`src/rtl/ioctl_writer_pkg.sv`:
```
// Shared types for the ioctl -> SDRAM port1 write bridge.
// Latency: n/a (types and helpers only).
// Backpressure: n/a.
// Contents: wr_entry_t (one word write: address, byte enables, data), the
// issue FSM state enum, byte-enable constants and an entry constructor.
package ioctl_writer_pkg;

    // Address field is sized for the widest word address a 25-bit byte
    // address can produce; the top only drives/uses the low AW bits.
    localparam int WR_AW_MAX = 24;

    typedef struct packed {
        logic [WR_AW_MAX-1:0] addr;
        logic [1:0]           ds;    // {hi, lo} byte enables
        logic [15:0]          data;
    } wr_entry_t;

    typedef enum logic {
        IDLE = 1'b0,
        WAIT = 1'b1
    } issue_state_t;

    localparam logic [1:0] DS_LO   = 2'b01;
    localparam logic [1:0] DS_HI   = 2'b10;
    localparam logic [1:0] DS_BOTH = 2'b11;

    function automatic wr_entry_t make_entry(
        input logic [WR_AW_MAX-1:0] addr,
        input logic [1:0]           ds,
        input logic [15:0]          data
    );
        wr_entry_t e;
        e.addr = addr;
        e.ds   = ds;
        e.data = data;
        return e;
    endfunction

endpackage

```
`src/rtl/ioctl_wr_fifo.sv`:
```
// Synchronous FIFO of wr_entry_t with full/empty flags.
// Latency: an entry pushed in cycle N is visible at head in cycle N+1.
// Backpressure: push is ignored when full unless a pop happens in the same cycle.
// Ports: clk/reset (sync, active-high); push/push_entry in; pop in;
// head (current oldest entry, valid when !empty); full, empty flags.
module ioctl_wr_fifo
    import ioctl_writer_pkg::*;
#(
    parameter int DEPTH = 4
) (
    input  logic      clk,
    input  logic      reset,
    input  logic      push,
    input  wr_entry_t push_entry,
    input  logic      pop,
    output wr_entry_t head,
    output logic      full,
    output logic      empty
);

    localparam int PW = $clog2(DEPTH);

    wr_entry_t       mem [DEPTH];
    logic [PW:0]     wr_ptr;
    logic [PW:0]     rd_ptr;
    logic            do_push;
    logic            do_pop;

    // Extra pointer MSB distinguishes full from empty when indices match.
    assign empty   = (wr_ptr == rd_ptr);
    assign full    = (wr_ptr[PW] != rd_ptr[PW]) && (wr_ptr[PW-1:0] == rd_ptr[PW-1:0]);
    assign do_pop  = pop & ~empty;
    // When full, a same-cycle pop frees the slot being written.
    assign do_push = push & (~full | do_pop);
    assign head    = mem[rd_ptr[PW-1:0]];

    always_ff @(posedge clk) begin
        if (reset) begin
            wr_ptr <= '0;
            rd_ptr <= '0;
        end else begin
            if (do_push) wr_ptr <= wr_ptr + 1'b1;
            if (do_pop)  rd_ptr <= rd_ptr + 1'b1;
        end
    end

    always_ff @(posedge clk) begin
        if (do_push) mem[wr_ptr[PW-1:0]] <= push_entry;
    end

endmodule

```
`src/rtl/ioctl_sdram_writer.sv`:
```
// Bridges the data_io byte download stream to the SDRAM port1 toggle req/ack write port.
// Latency: word pushed to FIFO -> req toggle 1 clk after head valid; one write in flight.
// Backpressure: none upstream; FIFO full drops the entry and sets sticky overflow.
// Ports: clk_sys, reset (sync, active-high); ioctl_downl/wr/addr/dout from data_io;
// port1_req/ack/a/ds/d/we to sdram; busy, overflow status.
// Optional: IOCTL_WRITER_CKSUM_EN adds cksum[15:0], byte sum of the current download.
module ioctl_sdram_writer
    import ioctl_writer_pkg::*;
#(
    parameter int DEPTH = 4,
    parameter int AW    = 22
) (
    input  logic          clk_sys,
    input  logic          reset,
    input  logic          ioctl_downl,
    input  logic          ioctl_wr,
    input  logic [24:0]   ioctl_addr,
    input  logic [7:0]    ioctl_dout,
    output logic          port1_req,
    input  logic          port1_ack,
    output logic [AW-1:0] port1_a,
    output logic [1:0]    port1_ds,
    output logic [15:0]   port1_d,
    output logic          port1_we,
    output logic          busy,
    output logic          overflow
`ifdef IOCTL_WRITER_CKSUM_EN
    ,
    output logic [15:0]   cksum
`endif
);

    // ------------------------------------------------------------------
    // Strobe / download edge detection
    // ------------------------------------------------------------------
    logic wr_q;
    logic downl_q;
    logic strobe;
    logic flush;
    logic byte_odd;
    logic [AW-1:0] byte_word;

    assign strobe    = ioctl_downl & ioctl_wr & ~wr_q;
    assign flush     = downl_q & ~ioctl_downl;
    assign byte_odd  = ioctl_addr[0];
    // Address bits above AW are dropped: addresses wrap modulo 2^AW words.
    assign byte_word = ioctl_addr[AW:1];

    logic unused_addr_hi;
    assign unused_addr_hi = ^(ioctl_addr >> (AW + 1));

    // ------------------------------------------------------------------
    // Merge register: holds one even (lo) byte waiting for its odd partner
    // ------------------------------------------------------------------
    logic          pend_vld;
    logic [AW-1:0] pend_word;
    logic [7:0]    pend_byte;

    logic          pend_vld_nxt;
    logic [AW-1:0] pend_word_nxt;
    logic [7:0]    pend_byte_nxt;

    // Up to two entries can be produced by one byte; the second is parked
    // in hold for one cycle. Bytes are >=8 clocks apart, so hold is always
    // drained before the next byte can produce anything.
    logic      push_a;
    logic      push_b;
    wr_entry_t ent_a;
    wr_entry_t ent_b;
    logic      hold_vld;
    wr_entry_t hold_ent;

    wr_entry_t pend_ent;
    wr_entry_t pair_ent;
    wr_entry_t hi_ent;

    assign pend_ent = make_entry(WR_AW_MAX'(pend_word), DS_LO, {pend_byte, pend_byte});
    assign pair_ent = make_entry(WR_AW_MAX'(pend_word), DS_BOTH, {ioctl_dout, pend_byte});
    assign hi_ent   = make_entry(WR_AW_MAX'(byte_word), DS_HI, {ioctl_dout, ioctl_dout});

    always_comb begin
        push_a        = 1'b0;
        push_b        = 1'b0;
        ent_a         = '0;
        ent_b         = '0;
        pend_vld_nxt  = pend_vld;
        pend_word_nxt = pend_word;
        pend_byte_nxt = pend_byte;

        if (strobe) begin
            if (!byte_odd) begin
                // Even byte: any older pending byte goes out alone.
                if (pend_vld) begin
                    push_a = 1'b1;
                    ent_a  = pend_ent;
                end
                pend_vld_nxt  = 1'b1;
                pend_word_nxt = byte_word;
                pend_byte_nxt = ioctl_dout;
            end else if (pend_vld && (byte_word == pend_word)) begin
                // Odd partner of the pending even byte: one full-word write.
                push_a       = 1'b1;
                ent_a        = pair_ent;
                pend_vld_nxt = 1'b0;
            end else if (pend_vld) begin
                // Unrelated odd byte: flush pending, then this byte alone.
                push_a       = 1'b1;
                ent_a        = pend_ent;
                push_b       = 1'b1;
                ent_b        = hi_ent;
                pend_vld_nxt = 1'b0;
            end else begin
                push_a = 1'b1;
                ent_a  = hi_ent;
            end
        end else if (flush && pend_vld) begin
            push_a       = 1'b1;
            ent_a        = pend_ent;
            pend_vld_nxt = 1'b0;
        end
    end

    // ------------------------------------------------------------------
    // FIFO
    // ------------------------------------------------------------------
    logic      fifo_push;
    wr_entry_t fifo_in;
    logic      fifo_pop;
    wr_entry_t fifo_head;
    logic      fifo_full;
    logic      fifo_empty;

    // The held entry is older than anything produced this cycle.
    assign fifo_push = hold_vld | push_a;
    assign fifo_in   = hold_vld ? hold_ent : ent_a;

    ioctl_wr_fifo #(
        .DEPTH (DEPTH)
    ) u_fifo (
        .clk        (clk_sys),
        .reset      (reset),
        .push       (fifo_push),
        .push_entry (fifo_in),
        .pop        (fifo_pop),
        .head       (fifo_head),
        .full       (fifo_full),
        .empty      (fifo_empty)
    );

    logic unused_head_hi;
    assign unused_head_hi = ^(fifo_head.addr >> AW);

    always_ff @(posedge clk_sys) begin
        if (reset) begin
            wr_q      <= ioctl_wr;
            downl_q   <= 1'b0;
            pend_vld  <= 1'b0;
            pend_word <= '0;
            pend_byte <= '0;
            hold_vld  <= 1'b0;
            hold_ent  <= '0;
            overflow  <= 1'b0;
        end else begin
            wr_q      <= ioctl_wr;
            downl_q   <= ioctl_downl;
            pend_vld  <= pend_vld_nxt;
            pend_word <= pend_word_nxt;
            pend_byte <= pend_byte_nxt;
            if (hold_vld) begin
                hold_vld <= push_a;
                hold_ent <= ent_a;
            end else begin
                hold_vld <= push_b;
                hold_ent <= ent_b;
            end
            if (fifo_push && fifo_full && !fifo_pop) overflow <= 1'b1;
        end
    end

    // ------------------------------------------------------------------
    // Issue FSM
    // ------------------------------------------------------------------
    // The head is copied into the port1 registers and popped at issue, so
    // the in-flight write does not occupy a FIFO slot; the registers hold
    // it stable until the ack returns.
    issue_state_t state;

    assign fifo_pop = (state == IDLE) && !fifo_empty && (port1_req == port1_ack);

    always_ff @(posedge clk_sys) begin
        if (reset) begin
            state     <= IDLE;
            port1_req <= port1_ack;
            port1_a   <= '0;
            port1_ds  <= '0;
            port1_d   <= '0;
        end else begin
            unique case (state)
                IDLE: begin
                    if (port1_req != port1_ack) begin
                        // Nothing is outstanding in IDLE, so a mismatch is a
                        // stale ack from a write abandoned by reset: realign.
                        port1_req <= port1_ack;
                    end else if (!fifo_empty) begin
                        port1_a   <= fifo_head.addr[AW-1:0];
                        port1_ds  <= fifo_head.ds;
                        port1_d   <= fifo_head.data;
                        port1_req <= ~port1_req;
                        state     <= WAIT;
                    end
                end
                WAIT: begin
                    if (port1_ack == port1_req) state <= IDLE;
                end
                default: state <= IDLE;
            endcase
        end
    end

    assign busy     = pend_vld | hold_vld | ~fifo_empty | (port1_req != port1_ack);
    assign port1_we = ioctl_downl | busy;

    // ------------------------------------------------------------------
    // Optional download checksum
    // ------------------------------------------------------------------
`ifdef IOCTL_WRITER_CKSUM_EN
    always_ff @(posedge clk_sys) begin
        if (reset) begin
            cksum <= '0;
        end else if (ioctl_downl && !downl_q) begin
            // New download: restart, counting a byte that lands on the edge.
            cksum <= strobe ? 16'(ioctl_dout) : 16'd0;
        end else if (strobe) begin
            cksum <= cksum + 16'(ioctl_dout);
        end
    end
`endif

endmodule
```
`config.mk`:
```
export PLATFORM = sky130hd
export DESIGN_NAME = ioctl_sdram_writer
export DESIGN_NICKNAME = d
export VERILOG_FILES = /design/src/rtl/ioctl_writer_pkg.sv /design/src/rtl/ioctl_wr_fifo.sv /design/src/rtl/ioctl_sdram_writer.sv
export SDC_FILE = /design/constraint.sdc
export NUM_CORES = 1
export LEC_CHECK = 0
export CAP_MARGIN = 10
export CORE_MARGIN = 3
export CORE_UTILIZATION = 25
export DETAILED_ROUTE_END_ITERATION = 8
export PLACE_DENSITY = 0.49
export RECOVER_POWER = 100
export SLEW_MARGIN = 25
export SYNTH_ARGS = -nofsm -noshare
export SYNTH_HDL_FRONTEND = slang
export SYNTH_SLANG_ARGS = --single-unit
```
`constraint.sdc`:
```
create_clock -name clk_sys -period 2.89 [get_ports clk_sys]
set_input_delay 0.4335 -clock clk_sys [delete_from_list [all_inputs] [get_ports clk_sys]]
set_output_delay 0.4335 -clock clk_sys [all_outputs]
set_load 0.01 [all_outputs]
```
# [Word-level counts from Yosys, hierarchy flattened]
# Memory sizes are Yosys's and may differ from the RTL's. A register that Yosys moved wholly into a read port is not among the register bits.
# Cells that the tools add are included.
[op_classes] addsub=2 eq_ne=9 n_mux=33 bitwise=19 reduce_logical=13
[op_table] op="$mux 40" n=8
[op_table] op="$mux 42" n=4
[op_table] op="$eq 22x22->1" n=1
[op_table] op="$mux 1" n=20
[op_table] op="$not 1->1" n=8
[op_table] op="$logic_and 1x1->1" n=7
[op_table] op="$add 3x1->3 const B" n=2
[op_table] op="$or 1x1->1" n=6
[op_table] op="$and 1x1->1" n=5
[op_table] op="$reduce_and 2->1" n=2
[op_table] op="$eq 3x3->1" n=1
[op_table] op="$ne 3x2->1 const B" n=1
[op_table] op="$reduce_and 3->1" n=1
[op_table] op="$eq 1x1->1" n=2
[op_table] op="$eq 2x2->1" n=1
[op_table] op="$logic_not 1->1" n=2
[op_table] op="$ne 1x1->1" n=2
[op_table] op="$ne 2x2->1 const B" n=1
[op_table] op="$pmux 1 s2" n=1
[op_table] op="$reduce_bool 2->1" n=1
[totals] register_bits=85 ram_bits=168 in_bits=38 out_inout_bits=44 word_cells=91 n_memories=1
[memory_table] memory="u_fifo.mem" depth=4 width=42 rd=1 rd_ports_with_merged_regs=1 wr=1 line="ioctl_wr_fifo.sv:23" source="wr_entry_t mem [DEPTH];"

# [Longest topological paths before layout]
# Gate-level depths: netlist (run 1).
[logic_depth] word_depth=9 depth_mapped=9 depth_no_buf=6

# [Hierarchy]
# Synthesis (run 1) repeated with hierarchy kept, for this count alone.
[unflattened] cells_unflattened=889 area_unflattened_um2=11524.8
[modules_own_cells] module="ioctl_wr_fifo" instances=1 cells_each=275 area_each_um2=6583.8 seq_area_each_um2=5205.0
[modules_own_cells] module="ioctl_sdram_writer" instances=1 cells_each=614 area_each_um2=4941.0 seq_area_each_um2=2352.3

# [Worst setup path after synthesis (run 1)]
# Ideal clock, no wire load.
[synth_timing] kind="reg2reg" start="register port1_req" end="memory u_fifo.mem[3][0] (netlist bit), enable pin" setup_time_ps=403 t_arrival_ps=2373 required_ps=2487 setup_slack_ps=114 stages_incl_launch_ff=5 n_path_buf=0 period_less_slack_ps=2776 cell_sequence="edfxtp_1 > xor2_1 > or2_2 > a32oi_1 > and2_1"
[synth_via] elab_chain_len=7
[synth_rtl] item="start: declaration" line="ioctl_sdram_writer.sv:19" source="output logic port1_req,"
[synth_rtl] item="start signal: assignment" line="ioctl_sdram_writer.sv:193" source="port1_req <= port1_ack;"
[synth_rtl] item="start signal: assignment" line="ioctl_sdram_writer.sv:203" source="port1_req <= port1_ack;"
[synth_rtl] item="start signal: assignment" line="ioctl_sdram_writer.sv:208" source="port1_req <= ~port1_req;"
[synth_rtl] item="$eq 1x1->1" line="ioctl_sdram_writer.sv:188" source="assign fifo_pop = (state == IDLE) && !fifo_empty && (port1_req == port1_ack);"
[synth_rtl] item="$logic_and 1x1->1" line="ioctl_sdram_writer.sv:188"
[synth_rtl] item="$and 1x1->1" line="ioctl_wr_fifo.sv:32" source="assign do_pop = pop & ~empty;"
[synth_rtl] item="$or 1x1->1" line="ioctl_wr_fifo.sv:34" source="assign do_push = push & (~full | do_pop);"
[synth_rtl] item="$and 1x1->1" line="ioctl_wr_fifo.sv:34"
[synth_rtl] item="$mux 1" line="ioctl_wr_fifo.sv:48" source="if (do_push) mem[wr_ptr[PW-1:0]] <= push_entry;"
[synth_rtl] item="$mux 1 (not written as such)" line="ioctl_wr_fifo.sv:48"
[synth_rtl] item="end: declaration" line="ioctl_wr_fifo.sv:23"
# Every way passes these cells.

==> impl_metrics.env, run 1 <==
export IMPL_hold_start="port1_d[3]"
export IMPL_hold_viol=0
export IMPL_regToRegSetupSlack_ns=0.10
export IMPL_async_reset_ff_share_pct=0
export IMPL_startpoint_type="flop"
export IMPL_rsz0062_at_grt="no"
export IMPL_ioPinCount=82
export IMPL_tritoncts="built"
export IMPL_ys_seq_elements=283
export IMPL_wl_um=27000
export IMPL_critPathKind="reg -> reg"
export IMPL_cp_required_ns=3.24
export IMPL_whs_path_depth=2
export IMPL_fin_crit_ns=2.79
export IMPL_layout_drive_gt1_share_pct=15.2
export IMPL_die_area_sq_um=46900
export IMPL_arrival_ns=3.14
export IMPL_num_rows=76
export IMPL_dieHeight_um=216
export IMPL_synth_distinct_cells=43
export IMPL_critPathBufInv=1
export IMPL_worst_slew_pin_slew_ns=1.77
export IMPL_drtIter0Drc=416
export IMPL_r2r_start="pend_word[21]"
export IMPL_nets=1035
export IMPL_cts_htree_levels=1
export IMPL_synth_seq_area_share_pct=65.7
export IMPL_finClkSkew_ns=0.0267
export IMPL_final_cells=1600
export IMPL_synthMuxAreaShare_pct=8.14
export IMPL_cts_buffers=28
export IMPL_antenna_found_initial=3
export IMPL_fillers=4393
export IMPL_core_sq_um=43500
export IMPL_synth_compound_area_share_pct=11.0
export IMPL_yosysWarnings=0
export IMPL_grt_use_met3_pct=2.27
export IMPL_tns_ns=0
export IMPL_synthToLayoutAreaGrowth_pct=24.2
export IMPL_setup_viol=0
export IMPL_cpPeakStageDelay_ns=0.41
export IMPL_top_usage_layer="met2"
export IMPL_end_kind="flop"
export IMPL_hold_end="port1_d[3]"
export IMPL_fin_ws_ns=0.101
export IMPL_cellLeakagePower_nw=4.72
export IMPL_clock_sinks=283
export IMPL_clock_path_buffers=3
export IMPL_path_cells="xor2_1 > nor4_1 > nand4_1 > or2_0 > a211oi_1 > clkbuf_1 > a221o_1"
export IMPL_grt_overflow=0
export IMPL_dominantRegCellSynth="edfxtp_1"
export IMPL_root_buffer="clkbuf_16"
export IMPL_crit_path_max_fanout=5
export IMPL_grt_usage_pct=11.4
export IMPL_num_vias=6900
export IMPL_drc=0
export IMPL_drv_slew=34
export IMPL_hp_class="reg -> reg"
export IMPL_syn_nets=905
export IMPL_r2r_cells=7
export IMPL_initial_core_util_pct=25.5
export IMPL_hold_buffers=0
export IMPL_grt_pass1_wl_um=42000
export IMPL_status="finished with violations"
export IMPL_met2_usage_pct=19.1
export IMPL_holdWs_ns=0.449
export IMPL_dp_cells=1546
export IMPL_grt_max_degree=55
export IMPL_die_x_um=216
export IMPL_power_mw=8.94
export IMPL_dp_hpwl_um=17600
export IMPL_synth_top_family_by_area="compound AO/OA/AOI/OAI gates"
export IMPL_netlist_area_sq_um=11100
export IMPL_rr_endpoint="u_fifo.mem[3][12]"
export IMPL_relSlewSlack_pct=-17.8
export IMPL_slowest_stage="nor4_1"
export IMPL_syn_avg_cell_area_sq_um=12.8
export IMPL_avgRoutedWirePerCell_um=16.9
export IMPL_max_freq_ghz=0.359
export IMPL_p_per_area_nw_per_um2=650
export IMPL_via_per_inst=4.31
export IMPL_path_delay_family="simple AND/OR/NAND/NOR gates"
export IMPL_synth_simple_gate_area_share_pct=9.64
export IMPL_synth_fa_ha_area_share_pct=0.565
export IMPL_cap_violations=1
export IMPL_violations="capacitance limit, slew limit"
export IMPL_grt_util_met1_pct=15.3
export IMPL_grt_pass1_vias=7081
export IMPL_first_pass_iters=4
export IMPL_numPortBuffers=79
export IMPL_fin_crit_sh_pct=96.5
export IMPL_synth_cells=862
export IMPL_synth_edff_count=161
export IMPL_pre_cts_ws_ns=-0.0858
export IMPL_clk_pin_slew_ns=0.06
export IMPL_clk_latency_ns=0.56
export IMPL_synth_xor_area_share_pct=2.37
export IMPL_gp_congestion=0.731
export IMPL_ant_nets=0
export IMPL_max_vdd_ir_drop_mv=0.424
==> layout by cell type, fill, tap and decap left out, drive strengths merged, types with 12 or more instances in the layout <==
cell type,netlist,layout
dfxtp,122,122
nand2,189,189
buf,8,29
clkbuf,47,82
nor2,18,18
dlygate4sd3,0,44
a21oi,77,77
edfxtp,161,161
and2,12,12
xor2,26,26
inv,13,13
o21ai,41,41
clkdlybuf4s50,0,34
a22o,22,22
mux4,40,40
a22oi,30,30
==> routing by layer <==
| metal | wire length (um) | vias up | share of wire, % |
|---|---|---|---|
| li1 | - | 3407 | - |
| met4 | 392 | 4 | 1.5 |
| met3 | 1240 | 33 | 4.6 |
| met5 | 23 | - | 0.085 |
| met2 | 12700 | 103 | 47 |
| met1 | 12600 | 3353 | 47 |
==> worst min-delay path: cells and delay by family (launching register included) <==
kind             cells  cell delay (ns)
AND/OR/NAND/NOR      1             0.05
flip-flops           1             0.30
AO/OA/AOI/OAI        1             0.05
==> synthesized netlist by cell type, drive strengths merged, types with 4 or more instances <==
cell type	number	area, sq um
xor2	26	228
a221o	8	80.1
and2	12	75.1
buf	8	48.8
o22ai	8	50.1
or2	4	30.0
xnor2	4	35.0
clkbuf	47	186
nor4	6	80.1
o21ai	41	205
dfxtp	122	2440
edfxtp	161	4830
mux4	40	901
a21oi	77	385
nand2	189	709
a22oi	30	225
nor2	18	67.6
a22o	22	199
nor2b	4	25.0
ha	5	62.6
nor3	4	31.3
inv	13	48.8
==> state kept, by name (all words and copies together) (netlist names), 2 cells and up <==
name           count
u_fifo.wr_ptr      3
u_fifo.mem       160
port1_a           22
pend_byte          8
pend_word         22
port1_ds           2
u_fifo.rd_ptr      3
hold_ent          40
port1_d           16
==> cells by family after synthesis <==
logic type,count (synthesis)
AOI/OAI and AO/OA,193
xor gates and xnor gates,30
adders and majority gates,5
buffers and inverters,68
DFF,283
muxes,40
and+or+nand+nor,243
==> layout make-up <==
class	count	area [sq um]	area share [%]
sequential	283	7280	52.9
multi-input combinational	511	3490	25.4
timing repair buffer	155	1230	8.96
clock buffer	34	733	5.33
tap	585	732	5.32
clock inverter	18	233	1.69
inverter	13	48.8	0.355
antenna	1	2.50	0.0182
==> worst max-delay path by stage <==
stage	start	end	slack, ns	cells after the start
after floorplan	port1_req	u_fifo.mem[3][0]	0.11	4
after global placement	ioctl_addr[7]	u_fifo.mem[0][12]	-0.03	8
after detailed placement	ioctl_addr[7]	u_fifo.mem[0][12]	-0.09	8
after CTS	u_fifo.wr_ptr[1]	port1_we	0.07	7
after global routing	u_fifo.wr_ptr[1]	port1_we	0.006	7
final	pend_word[21]	u_fifo.mem[3][12]	0.10	7
==> what timing repair did <==
action                     4_1_cts  5_1_grt
resized for setup                5        0
setup endpoints to repair        2        0
buffers inserted                 1        0
==> power by group <==
part,switching (mW),internal [mW],leakage [nW]
Sequential,0.0402,4.30,2.54
Combinational,0.428,0.368,1.71
Clock,1.54,2.26,0.471
Total,2.01,6.93,4.72
==> per-stage QoR <==
stage	cell area, sq um	utilization, %
2_1_floorplan	11100	-
3_5_place_dp	13100	30.1
3_3_place_gp	13100	30.1
4_1_cts	14100	32.4
6_report	13800	31.7
5_1_grt	13800	31.7
(Power assumes the default switching activity.)
==> inputs of run 2 (changes only) <==
- ABC_CLOCK_PERIOD_IN_PS: default -> 2890
- TNS_END_PERCENT: default -> 10
==> results of run 2 <==
No change in the layout: final DEF, timing and power equal those of run 1.
